<file path="config.mk">
export PLATFORM = sky130hd
export DESIGN_NAME = bus_arbiter
export DESIGN_NICKNAME = d
export VERILOG_FILES = /design/src/rtl/bus_arbiter.sv
export SDC_FILE = /design/constraint.sdc
export NUM_CORES = 1
export LEC_CHECK = 0
export ABC_AREA = 1
export BUFFER_PORTS_ARGS = -buffer_cell sky130_fd_sc_hd__buf_2
export CAP_MARGIN = 10
export CORE_AREA = 3 3 119 121
export DETAILED_ROUTE_END_ITERATION = 12
export DIE_AREA = 0 0 122 124
export PLACE_DENSITY = 0.53
export SYNTH_ARGS = -nofsm -noshare
export SYNTH_HDL_FRONTEND = slang
export SYNTH_SLANG_ARGS = --single-unit
</file>
<file path="constraint.sdc">
create_clock -name clk -period 1.6 [get_ports clk]
set_input_delay 0 -clock clk [delete_from_list [all_inputs] [get_ports clk]]
set_output_delay 0 -clock clk [all_outputs]
set_load 0.02 [all_outputs]
</file>
<file path="src/rtl/bus_arbiter.sv">
// bus_arbiter: two-master, one-slave arbiter with burst-limited sticky ownership,
// round-robin hand-over and registered routing of 1-cycle-latency read data.
module bus_arbiter #(
  parameter int WIDTH     = 32,
  parameter int MAX_BURST = 4
) (
  input  logic             clk,
  input  logic             rst,
  input  logic             i_m0_req,
  input  logic [WIDTH-1:0] i_m0_addr,
  input  logic [WIDTH-1:0] i_m0_wdata,
  input  logic [3:0]       i_m0_be,
  input  logic             i_m0_we,
  output logic             o_m0_gnt,
  output logic             o_m0_rvalid,
  output logic [WIDTH-1:0] o_m0_rdata,
  input  logic             i_m1_req,
  input  logic [WIDTH-1:0] i_m1_addr,
  input  logic [WIDTH-1:0] i_m1_wdata,
  input  logic [3:0]       i_m1_be,
  input  logic             i_m1_we,
  output logic             o_m1_gnt,
  output logic             o_m1_rvalid,
  output logic [WIDTH-1:0] o_m1_rdata,
  output logic [WIDTH-1:0] o_s_addr,
  output logic [WIDTH-1:0] o_s_wdata,
  output logic [3:0]       o_s_be,
  output logic             o_s_we,
  input  logic [WIDTH-1:0] i_s_rdata
);
  typedef enum logic [1:0] {IDLE, OWN0, OWN1} state_t;
  localparam logic [3:0] MB = 4'(MAX_BURST);
  state_t     r_state, w_state_nxt;
  logic [3:0] r_cnt, w_cnt_nxt;
  logic       r_last, w_last_nxt;
  logic       r_pend, r_pend_id;
  logic       w_keep, w_g0, w_g1, w_any, w_same;
  always_ff @(posedge clk or posedge rst)
    if (rst) begin
      r_state   <= IDLE;
      r_cnt     <= '0;
      r_last    <= 1'b1;
      r_pend    <= 1'b0;
      r_pend_id <= 1'b0;
    end else begin
      r_state   <= w_state_nxt;
      r_cnt     <= w_cnt_nxt;
      r_last    <= w_last_nxt;
      r_pend    <= w_any & ~o_s_we;
      r_pend_id <= w_g1;
    end
  always_comb begin
    w_same      = (r_state == OWN0 && w_g0) || (r_state == OWN1 && w_g1);
    w_state_nxt = w_g0 ? OWN0 : w_g1 ? OWN1 : IDLE;
    w_cnt_nxt   = !w_any ? 4'd0 : !w_same ? 4'd1 : r_cnt >= MB ? MB : r_cnt + 4'd1;
    w_last_nxt  = w_any ? w_g1 : r_last;
  end
  // The owner keeps the bus until its burst budget runs out while the other master waits
  always_comb begin
    w_keep      = r_state == OWN1 ? i_m1_req && (!i_m0_req || r_cnt < MB)
                                  : i_m0_req && (!i_m1_req || r_cnt < MB);
    w_g0        = !rst && (r_state == OWN0 ? w_keep
                         : r_state == OWN1 ? !w_keep && i_m0_req
                         : i_m0_req && !(i_m1_req && !r_last));
    w_g1        = !rst && (r_state == OWN1 ? w_keep
                         : r_state == OWN0 ? !w_keep && i_m1_req
                         : i_m1_req && !(i_m0_req && r_last));
    w_any       = w_g0 | w_g1;
    o_m0_gnt    = w_g0;
    o_m1_gnt    = w_g1;
    o_s_addr    = w_g0 ? i_m0_addr  : w_g1 ? i_m1_addr  : '0;
    o_s_wdata   = w_g0 ? i_m0_wdata : w_g1 ? i_m1_wdata : '0;
    o_s_be      = w_g0 ? i_m0_be    : w_g1 ? i_m1_be    : 4'd0;
    o_s_we      = w_g0 ? i_m0_we    : w_g1 & i_m1_we;
    o_m0_rvalid = r_pend & ~r_pend_id;
    o_m1_rvalid = r_pend & r_pend_id;
    o_m0_rdata  = o_m0_rvalid ? i_s_rdata : '0;
    o_m1_rdata  = o_m1_rvalid ? i_s_rdata : '0;
  end
endmodule

</file>
### Word level (Yosys, flattened, before mapping)

Index checks and enable logic that the tools add are counted.

| word-level totals | value |
|---|---|
| memories kept | 0 |
| logic and storage cells | 58 |
| bits of input ports | 174 |
| latch bits | 0 |
| output and inout bits | 137 |
| bits in read-only memories | 0 |
| flip-flop bits (word level) | 9 |
| RAM bits | 0 |

| cells by class | value |
|---|---|
| div/mod/pow operators | 0 |
| reductions and logical operators | 22 |
| eq/ne operators | 2 |
| bitwise logic cells | 7 |
| $mul | 0 |
| multiplexer cells | 19 |
| magnitude comparators | 2 |
| shift-type cells | 0 |
| add/sub/neg operators | 1 |

Operator list:

| cell | number |
|---|---|
| $mux 32 | 6 |
| $mux 4 | 5 |
| $logic_and 1x1->1 | 12 |
| $logic_not 1->1 | 7 |
| $mux 1 | 6 |
| $add 4x1->4 const B | 1 |
| $and 1x1->1 | 4 |
| $ge 4x3->1 const B | 1 |
| $lt 4x3->1 const B | 1 |
| $mux 2 | 2 |
| $logic_or 1x1->1 | 3 |
| $eq 2x1->1 const B | 1 |
| $eq 2x2->1 const B | 1 |
| $not 1->1 | 2 |
| $or 1x1->1 | 1 |

### Longest topological paths before layout

| depth | value |
|---|---|
| depth in word-level cells | 13 |
| mapped depth | 13 |
| mapped depth without buffers | 11 |

### Worst setup path before layout

Ideal clock, no wire load.

| timing path | value |
|---|---|
| path type | register -> output |
| from | reg r_state[0] |
| to | out o_s_wdata[19] |
| setup slack | 152 ps |
| stages on the path, launching flop included | 11 |
| path buffers | 1 |
| data required time | 1600 ps |
| arrival | 1448 ps |
| cells stage by stage | dfrtp_1 -> nor2_4 -> nand2_2 -> nand3_1 -> nand2_1 -> nand2_2 -> nand2_2 -> inv_2 -> buf_2 -> nand2_1 -> nand2_1 |

| on the way | value |
|---|---|
| longest elaborated chain between the ends | 9 |
| elaborated cells between the ends (all ways) | 14 |
| classes of those cells | eq/ne (2); mux (7); reduce/logical (5) |

Ends and longest elaborated chain:

| what | RTL line | RTL |
|---|---|---|
| from (decl) | 33 | `state_t r_state, w_state_nxt;` |
| from (signal assigned) | 46 | `r_state <= w_state_nxt;` |
| $eq 2x2->1 | 60, 65 |  |
| $mux 1 | 60 | `w_keep = r_state == OWN1 ? i_m1_req && (!i_m0_req \|\| r_cnt < MB)` |
| $logic_not 1->1 | 66 | `: r_state == OWN0 ? !w_keep && i_m1_req` |
| $logic_and 1x1->1 | 66 |  |
| $mux 1 | 66 |  |
| $mux 1 * | 65 | `w_g1 = !rst && (r_state == OWN1 ? w_keep` |
| $logic_and 1x1->1 * | 65 |  |
| net o_m1_gnt | 22 | `output logic o_m1_gnt,` |
| $mux 32 * (2 in a row) | 72 | `o_s_wdata = w_g0 ? i_m0_wdata : w_g1 ? i_m1_wdata : '0;` |
| to (decl) | 26 | `output logic [WIDTH-1:0] o_s_wdata,` |

The timed path passes the listed nets; every way through them passes the cells marked *.

### Worst setup path after layout

| timing path | value |
|---|---|
| from | reg r_state[0] |
| to | out o_s_we |

| on the way | value |
|---|---|
| longest elaborated chain between the ends | 9 |
| elaborated cells between the ends (all ways) | 14 |
| classes of those cells | eq/ne (2); mux (6); bitwise (1); reduce/logical (5) |

Ends and longest elaborated chain:

| what | RTL line | RTL |
|---|---|---|
| $eq 2x2->1 | 60, 63, 65 |  |
| $mux 1 | 60 |  |
| $logic_not 1->1 | 63, 66 |  |
| $logic_and 1x1->1 | 66 |  |
| $mux 1 | 66 |  |
| $mux 1 | 65 |  |
| $logic_and 1x1->1 | 65 |  |
| $and 1x1->1 | 74 | `o_s_we = w_g0 ? i_m0_we : w_g1 & i_m1_we;` |
| $mux 1 * | 74 |  |
| to (decl) | 28 | `output logic o_s_we,` |

Every way passes the cells marked *; elsewhere a longest branch is shown, timed or not.

==> key figures <==
Route
  • Routed vias: 3655
  • Remaining design rule violation count: 0
  • Wire per inst: 14.0 µm
  • Top layer in use: met5
  • Met3 Wirelength: 1010 µm
  • Initial drt markers: 81
  • Vias per Instance: 3.99
  • Routed wire length: 12800 µm
  • Remaining antenna violation count: 0
  • Number of search-and-repair iterations in the first detailed-routing pass: 4
  • Routed length on met2: 7430 µm
  • Met1 layer wirelength in the final routing: 4300 µm

Clock network
  • TritonCTS clock tree: done
  • Inserted Clock Buffers: 3
  • CTS sink count: 9
  • Count of H-tree levels built during CTS: 1
  • Clock root cell: clkbuf_16
  • Clock network latency to the later pin of the worst-skew pair: 240 ps
  • Buffers from clock root to sink, at most: 2
  • Worst-path clk slew: 40 ps

STA
  • Final hold violations: 0
  • Top achievable clock speed: 536 MHz
  • Max Slew Vio Count: 0
  • Shortest period the worst path allows: 1870 ps
  • Number of setup violations in the final report: 76
  • RSZ-0062 raised after global routing: yes
  • Tcrit/Tclk final: 117%
  • Final worst hold slack: 106 ps
  • Setup WS post-layout: -265 ps
  • Summed negative setup slack over all endpoints: -14680 ps
  • Clock Skew: 2.89 ps

Power
  • Peak supply drop: 308 µV
  • Overall Power: 4.30 mW
  • Pwr per Cell Area: 797 mW/mm²
  • P_leak: 3.44 nW

Finish
  • Area delta synth->final: 201%
  • Final Instance Area: 0.00540 mm²
  • Non-filler instance count after layout: 916
  • Number of nets in the finished design: 915
  • Total area of multi-input combinational cells: 0.00188 mm²
  • Final cell utilization of the core: 40.9%
  • Number of fill cells in the layout: 1335
  • Storage element area: 226 µm²
  • Fraction of layout instances using a drive strength above 1: 73.1%

Worst setup path
  • Critical Path AT: 1870 ps
  • Worst setup SP type: register
  • Class of the most critical setup path: reg2out
  • Critical path required time: 1600 ps
  • Maximum fanout along the worst path: 4
  • Kind of capture point of the worst setup path: output port

GRT
  • Number of antenna violations at the first check in global routing: 2
  • Pin count of the biggest net entering global routing: 22
  • First-pass GRT wire length: 16500 µm
  • Total overflow reported by the global router: 0
  • Total global routing track utilization: 13.9%
  • Vias in the first global route: 3361

Logic synthesis
  • Most frequent cells after synthesis: nand2_1 (214), nor2_1 (71), inv_1 (47)
  • Most frequent cell after synthesis: nand2_1
  • Async set or reset register ratio after synthesis: 100%
  • Number of register bits inferred by synthesis: 9
  • Syn_area_per_cell: 4.55 µm²
  • Cell type with the largest total area after synthesis: nand2_1
  • Post-Synthesis Net Count: 569
  • Part of the Yosys area used for sequential elements: 12.6%
  • Number of enable-type register cells in the synthesized netlist: 0
  • Cell variety after synth: 21
  • Gate count after technology mapping: 394
  • Top post-synthesis cells by area: nand2_1 (45%), nor2_1 (15%), dfrtp_1 (11%)
  • Area share of the leading cell type in the synthesized netlist: 44.8%
  • Post-synthesis instance area: 0.00179 mm²
  • Prevailing post-synth register cell: dfrtp_1
  • Count of synthesis-stage warnings from yosys: 0

Die
  • Floorplan Core Area: 0.0132 mm²
  • Die Y-Extent: 124 µm
  • Die width: 122 µm
  • Number of rows created at floorplan: 42
  • Floorplan die area: 0.0151 mm²
  • Top-level I/O count: 311
  • Initial standard-cell utilization of the core: 13.6%

Placement
  • Placed Instances: 884
  • Number of port buffers: 310
  • Area post-placement: 0.00370 mm²
  • DPL Wire Length: 8550 µm
  • Worst setup slack after placement: -13.7 ps
  • Placer Congestion: 0.790

Status
  • Violated checks: negative setup slack
  • Outcome: finished with violations

Worst hold path
  • Hold crit path type: in2reg

Run
  • Max Cap Viol: 0
## power breakdown
part	leakage, nW	switching [mW]	internal, mW	total (mW)
Combinational	3.29	1.91	1.65	3.56
Clock	0.0382	0.112	0.333	0.445
Sequential	0.114	0.0215	0.275	0.297
## worst max-delay path: stages, from the launching register on
cell and delay, ps:
dfrtp_1 400, nor2_4 190, buf_4 170, a21oi_4 60, buf_4 130, buf_4 120, buf_4 120, buf_4 130
nand3_1 100, nand2_2 70, buf_6 130
## worst paths after layout
kind,from,to,slack (ps),depth (start not counted)
min in group asynchronous,rst,r_pend,410,4
setup reg to reg,r_state[0],r_pend,-60,10
hold reg to reg,r_last,r_last,460,2
setup / recovery,r_state[0],o_s_we,-270,10
max in group asynchronous,rst,r_last,960,4
hold / removal,i_m0_we,r_pend,110,4
## per-layer routing
metal / up-vias / GRT usage, %
met5: - / 0
met4: 2 / 2.10
met3: 4 / 2.72
met2: 193 / 28.8
met1: 1635 / 14.5
li1: 1821 / -
## logic make-up (layout without fill, tap and decap cells)
family	count (synthesis)	in the layout	share of synthesized area [%]
other cells	1	2	0.209
simple gates	309	309	67.9
compound gates	2	2	0.768
flops	9	9	12.6
fa+ha+maj	1	1	0.698
buf+inv	72	417	17.7
## timing repair
action | in CTS | in global routing
endpoints found under the hold margin | 8 | 0
gates cloned | 8 | 4
hold buffers | 1 | 0
pin swaps | 29 | 51
resized for setup | 259 | 118
buffers inserted | 11 | 4
endpoints found under the setup margin | 70 | 79
## sequential cells by signal, indices dropped and copies added (netlist names)
name and count:
r_cnt 4, r_pend_id 1, r_last 1, r_pend 1
r_state 2
## layout make-up
cell class | count | share of cell area, %
well taps | 176 | 4.08
repair buffers | 361 | 51.5
inverters | 52 | 3.90
clock buffers | 4 | 1.46
flip-flops and latches | 9 | 4.20
diodes | 1 | 0.0464
multi-input cells | 313 | 34.8
## placed cells by master (no fill, tap or decap), drive strengths merged
master | synthesis | final
ha | 1 | 1
bufbuf | 0 | 1
or2 | 1 | 1
and2 | 1 | 1
buf | 14 | 355
nand2 | 228 | 228
dfstp | 1 | 1
nor2 | 72 | 72
nand4 | 1 | 1
dlygate4sd3 | 0 | 1
inv | 52 | 52
diode | 0 | 1
o21ai | 1 | 1
clkbuf | 6 | 8
a21oi | 1 | 1
dfrtp | 8 | 8
nand3 | 6 | 6
conb | 1 | 1
(Power assumes the default switching activity.)
